<file path="src/rtl/mem_wait_pkg.sv">
// Shared definitions for the mem_wait_slave read target: state encoding,
// watchdog limit and default widths.
package mem_wait_pkg;

    localparam int DW_DEF     = 8;
    localparam int AW_DEF     = 4;
    localparam int WAIT_W_DEF = 3;
    localparam int TMO_LIMIT  = 15;

    typedef enum logic [1:0] {
        IDLE = 2'b00,
        WAIT = 2'b01,
        HOLD = 2'b10
    } state_t;

endpackage

</file>
<file path="src/rtl/mem_wait_regfile.sv">
// 2**AW x DW register file: one synchronous write port and one asynchronous
// read port, so a same-cycle write to the read address returns the old word.
module mem_wait_regfile #(
    parameter int DW = 8,
    parameter int AW = 4
) (
    input  logic          clk,
    input  logic          wr_en,
    input  logic [AW-1:0] wr_addr,
    input  logic [DW-1:0] wr_data,
    input  logic [AW-1:0] rd_addr,
    output logic [DW-1:0] rd_data
);

    logic [DW-1:0] mem [2**AW];

    always_ff @(posedge clk) begin
        if (wr_en) mem[wr_addr] <= wr_data;
    end

    assign rd_data = mem[rd_addr];

endmodule

</file>
<file path="src/rtl/mem_wait_slave.sv">
// Read target for the go/ws/rd/ds controller: inserts wait_cyc wait states,
// returns a register-file word and advances its pointer on ds.
// Optional HOLD watchdog and sticky err port: define MEM_WAIT_SLAVE_TIMEOUT_EN.
module mem_wait_slave
    import mem_wait_pkg::*;
#(
    parameter int DW     = DW_DEF,
    parameter int AW     = AW_DEF,
    parameter int WAIT_W = WAIT_W_DEF
) (
    input  logic              clk,
    input  logic              rst_n,
    input  logic              rd,
    input  logic              ds,
    input  logic [WAIT_W-1:0] wait_cyc,
    input  logic              load,
    input  logic [AW-1:0]     base_addr,
    input  logic              wr_en,
    input  logic [AW-1:0]     wr_addr,
    input  logic [DW-1:0]     wr_data,
    output logic              ws,
    output logic [DW-1:0]     rdata,
    output logic              rvalid,
    output logic [AW-1:0]     addr,
    output logic              busy,
    output state_t            dbg_state
`ifdef MEM_WAIT_SLAVE_TIMEOUT_EN
    ,
    output logic              err
`endif
);

    // Handshake: rd is a level held by the controller for the whole request;
    // ws is our registered "keep waiting" reply; rvalid pulses once with the
    // captured word; ds is the controller's one-cycle "consumed" pulse that
    // retires the transaction and advances addr.

    state_t            state_q, state_d;
    logic [WAIT_W-1:0] cnt_q, cnt_d;
    logic              ws_d, rvalid_d;
    logic [DW-1:0]     rdata_d, rd_word;
    logic [AW-1:0]     addr_d;

    mem_wait_regfile #(.DW(DW), .AW(AW)) u_regfile (
        .clk     (clk),
        .wr_en   (wr_en),
        .wr_addr (wr_addr),
        .wr_data (wr_data),
        .rd_addr (addr),
        .rd_data (rd_word)
    );

`ifdef MEM_WAIT_SLAVE_TIMEOUT_EN
    logic [3:0] wdog_q, wdog_d;
    logic       err_d;
`endif

    always_comb begin
        state_d  = state_q;
        cnt_d    = cnt_q;
        ws_d     = ws;
        rdata_d  = rdata;
        rvalid_d = 1'b0;
        addr_d   = addr;
`ifdef MEM_WAIT_SLAVE_TIMEOUT_EN
        wdog_d   = 4'd0;
        err_d    = err;
`endif
        case (state_q)
            IDLE: begin
                if (rd) begin
                    if (wait_cyc != '0) begin
                        cnt_d   = wait_cyc - WAIT_W'(1);
                        ws_d    = 1'b1;
                        state_d = WAIT;
                    end else begin
                        ws_d     = 1'b0;
                        rdata_d  = rd_word;
                        rvalid_d = 1'b1;
                        state_d  = HOLD;
                    end
                end
            end
            WAIT: begin
                if (!rd) begin
                    ws_d    = 1'b0;
                    state_d = IDLE;
                end else if (cnt_q != '0) begin
                    cnt_d = cnt_q - WAIT_W'(1);
                end else begin
                    ws_d     = 1'b0;
                    rdata_d  = rd_word;
                    rvalid_d = 1'b1;
                    state_d  = HOLD;
                end
            end
            HOLD: begin
                ws_d = 1'b0;
                if (ds) begin
                    addr_d  = addr + AW'(1);
                    state_d = IDLE;
                end
`ifdef MEM_WAIT_SLAVE_TIMEOUT_EN
                else if (wdog_q == 4'(TMO_LIMIT - 1)) begin
                    err_d   = 1'b1;
                    state_d = IDLE;
                end else begin
                    wdog_d = wdog_q + 4'd1;
                end
`endif
            end
            default: begin
                ws_d    = 1'b0;
                state_d = IDLE;
            end
        endcase
        // A pointer load wins over the ds increment.
        if (load) addr_d = base_addr;
    end

    always_ff @(posedge clk or negedge rst_n) begin
        if (!rst_n) begin
            state_q <= IDLE;
            cnt_q   <= '0;
            ws      <= 1'b0;
            rdata   <= '0;
            rvalid  <= 1'b0;
            addr    <= '0;
`ifdef MEM_WAIT_SLAVE_TIMEOUT_EN
            wdog_q  <= 4'd0;
            err     <= 1'b0;
`endif
        end else begin
            state_q <= state_d;
            cnt_q   <= cnt_d;
            ws      <= ws_d;
            rdata   <= rdata_d;
            rvalid  <= rvalid_d;
            addr    <= addr_d;
`ifdef MEM_WAIT_SLAVE_TIMEOUT_EN
            wdog_q  <= wdog_d;
            err     <= err_d;
`endif
        end
    end

    assign busy      = (state_q != IDLE);
    assign dbg_state = state_q;

endmodule

</file>
<file path="config.mk">
export PLATFORM = sky130hd
export DESIGN_NAME = mem_wait_slave
export DESIGN_NICKNAME = d
export VERILOG_FILES = /design/src/rtl/mem_wait_pkg.sv /design/src/rtl/mem_wait_regfile.sv /design/src/rtl/mem_wait_slave.sv
export SDC_FILE = /design/constraint.sdc
export NUM_CORES = 1
export LEC_CHECK = 0
export ABC_CLOCK_PERIOD_IN_PS = 2640
export CAP_MARGIN = 20
export CELL_PAD_IN_SITES_DETAIL_PLACEMENT = 1
export CELL_PAD_IN_SITES_GLOBAL_PLACEMENT = 1
export CORE_MARGIN = 2
export CORE_UTILIZATION = 35
export CTS_CLUSTER_SIZE = 40
export DETAILED_ROUTE_END_ITERATION = 7
export PLACE_DENSITY = 0.69
export SLEW_MARGIN = 20
export SYNTH_ARGS = -nofsm -noshare
export SYNTH_HDL_FRONTEND = slang
export SYNTH_HIERARCHICAL = 1
export SYNTH_SLANG_ARGS = --single-unit
</file>
<file path="constraint.sdc">
create_clock -name clk -period 2.64 [get_ports clk]
set_input_delay 0.396 -clock clk [delete_from_list [all_inputs] [get_ports clk]]
set_output_delay 0.396 -clock clk [all_outputs]
set_load 0.01 [all_outputs]
</file>
==> results_dict.tcl <==
set metrics [dict create \
    synth_top_family_by_area "multiplexers" \
    combPwrFrac_pct 15.8 \
    finalClockSkew_ns 0.005331 \
    fin_crit_sh_pct 83.98 \
    area_delta_synth_final_pct 22.90 \
    ys_seq_area_share_pct 72.72 \
    grt_pass1_vias 3366 \
    tightest_slew_ns 0.7286 \
    postCtsHoldBufs 0 \
    clk_latency_ns 0.43 \
    cp.required_ns 2.24 \
    final_cell_mix "128 x edfxtp_1, 41 x clkdlybuf4s50_1, 22 x buf_4, 18 x dfrtp_1, 18 x mux4_2" \
    power_frac_clock_pct 37.9 \
    routedWlPerCell_um 22.50 \
    pwr-share-seq_pct 46.3 \
    portBuffers 41 \
    p_int_mw 4.617 \
    grt_overflow 0 \
    hold_path_class "in -> async" \
    fp.dieW_um 134.3 \
    switchingPower_mw 1.500 \
    synth_mux_area_share_pct 15.29 \
    path_cells "buf_4 > clkdlybuf4s50_1" \
    setup_viol 0 \
    synth-xor-area-share_pct 0.2949 \
    synth-seq-cells 147 \
    path_class "reg -> out" \
    dieArea_um2 18030 \
    synth_fa_ha_area_share_pct 0.4213 \
    yosysWarnings 6 \
    worstPathArrival_ns 1.82 \
    ys_types 46 \
    path_clk_slew_ns 0.06 \
    gp_congestion 0.7719 \
    start_util_pct 35.82 \
    startpoint_type "register" \
    irDropWorstVdd_v 0.0005344 \
    synth_compound_area_share_pct 3.897 \
    synth_edf_count 128 \
    grt_antenna_before_repair 0 \
    first_pass_iters 4 \
    slew_headroom_pct 51.32 \
    layout-drive-gt1-share_pct 24.03 \
    synthArstFlopShare_pct 12.93 \
    rows 47 \
    via_count 3098 \
    io_pins 42 \
    cts_buffers 17 \
    cpMaxStageDelayCell "dfrtp_2" \
    final_common_cell "edfxtp_1" \
    yosys.area_share.simple_pct 5.330 \
    cts_root_buf "clkbuf_16" \
    grt_pass1_wl_um 20490 \
    crit_family "buffers and inverters" \
    grt_max_degree 37 \
    crit_fanout 13 \
    end_kind "output port" \
    clock-sinks 147 \
    synth_area_um2 5939 \
    syn_area_per_cell_um2 19.67 \
    postCtsSetupRepairBufs 0 \
    power-per-cell-area_nw_per_um2 838.0 \
    final_hold_viol_count 0 \
    leakagePower_nw 2.512 \
    maxCapViolCount 0 \
    hpwl_um 8984 \
    fmax_mhz 451.0 \
    antennaDiodeCount 0 \
    syn_nets 329 \
    htree_levels 4 \
    cp.buffers_inverters 2 \
    status "completed" \
    cts_repair_resize_count 0 \
    via_per_inst 5.104 \
    p_sw_share_pct 24.52 \
    grtUsageTotal_pct 16.25 \
    rsz0062_at_grt "false" \
    synthFlopType "edfxtp_1" \
    final_core_util_pct 44.02 \
    netlist_instances 302 \
    dp_slack_ns 0.4931 \
    die_y_um 134.3 \
    yosys-top-cells-area "edfxtp_1 65%, dfrtp_1 8.0%, mux4_2 6.8%" \
    ant_nets 0 \
    synth_top_area_cell "edfxtp_1" \
    worst_slack_ns 0.4229 \
    nets 401 \
    clock_path_buffers 2 \
    slew_viol_final 0 \
    slowest_delay_ns 0.62 \
    core_area_um2 16580 \
    drtIter0Drc 241 \
    synth_top_area_share_pct 64.71 \
    min_period_ns 2.217 \
    tns_ns 0 \
    drc_errors 0 \
    routed_wl_um 13660 \
    cts_tree "done" \
]
[Yosys cell counts (2+ instances only)]
| cell | instances |
|---|---|
| dfrtp_1 | 19 |
| nor2_1 | 16 |
| a22oi_1 | 16 |
| inv_1 | 4 |
| mux2i_1 | 3 |
| mux4_2 | 18 |
| xor2_1 | 2 |
| ha_1 | 2 |
| o21ai_0 | 5 |
| nand3_1 | 2 |
| nand3b_1 | 4 |
| buf_2 | 4 |
| nand2_1 | 14 |
| clkdlybuf4s25_2 | 3 |
| a211o_1 | 2 |
| or2_2 | 2 |
| nor3_1 | 5 |
| mux2_2 | 8 |
| buf_6 | 4 |
| nand2b_1 | 2 |
| a21oi_1 | 2 |
| mux4_1 | 14 |
| edfxtp_1 | 128 |
[routing by layer]
layer,global-route usage [%],vias up,routed length (um)
met1,20.55,1618,6012
met3,4.951,14,704
met2,26.79,79,6774
li1,-,1387,-
met5,0,-,0
met4,5.497,0,168
[through the flow]
| step | total power [mW] | cells | area (um2) | hold slack [ns] |
|---|---|---|---|---|
| finish | 6.117 | 607 | 7300 | 0.3390 |
| global route | 6.346 | 607 | 7300 | 0.3668 |
| CTS | 6.187 | 607 | 7300 | 0.3272 |
| detailed placement | 3.864 | 575 | 6729 | 0.5040 |
| global placement | 3.817 | 575 | 6729 | 0.5138 |
| floorplan | 3.400 | 302 | 5939 | 0.1004 |
[power groups by stage]
| stage | logic, mW | registers [mW] | clock network (mW) |
|---|---|---|---|
| 2_1_floorplan | 0.557 | 2.84 | 0 |
| 3_3_place_gp | 0.946 | 2.87 | 0 |
| 3_5_place_dp | 0.986 | 2.88 | 0 |
| 4_1_cts | 0.987 | 2.83 | 2.37 |
| 5_1_grt | 1.04 | 2.85 | 2.45 |
| 6_report | 0.968 | 2.83 | 2.32 |
[cells by family (layout without fill, tap and decap cells)]
group / count (synthesis) / in the layout
flip-flops: 147 / 147
adder cells (fa/ha/maj): 2 / 2
AND/OR/NAND/NOR: 58 / 58
XOR/XNOR: 2 / 2
multiplexers: 44 / 44
AO/OA/AOI/OAI: 32 / 32
buffers and inverters: 17 / 102
[layout make-up]
| type | instances | area (um2) |
|---|---|---|
| flip-flops and latches | 147 | 4320 |
| multi-input cells | 138 | 1499 |
| well taps | 220 | 275.3 |
| clock buffers | 20 | 436.7 |
| clock inverters | 12 | 133.9 |
| inverters | 5 | 18.77 |
| repair buffers | 65 | 615.6 |
| fillers | 1602 | 9284 |
[final timing paths]
check	from	end	slack, ns	cells after the start
hold reg to reg	rdata[6]	rdata[6]	0.51	1
hold / removal	rst_n	rvalid	0.34	2
setup / recovery	addr[0]	addr[0]	0.42	2
setup reg to reg	addr[0]	rdata[4]	0.53	5
max in group asynchronous	rst_n	addr[0]	2.05	2
min in group clk	rdata[6]	rdata[6]	0.51	1
[registers in the layout, indices dropped and copies added (netlist names)]
signal / flops
cnt_q: 3
ws: 1
addr: 4
rdata: 8
rvalid: 1
u_regfile/mem: 128
dbg_state: 2
Power figures use the tool's default switching activity.
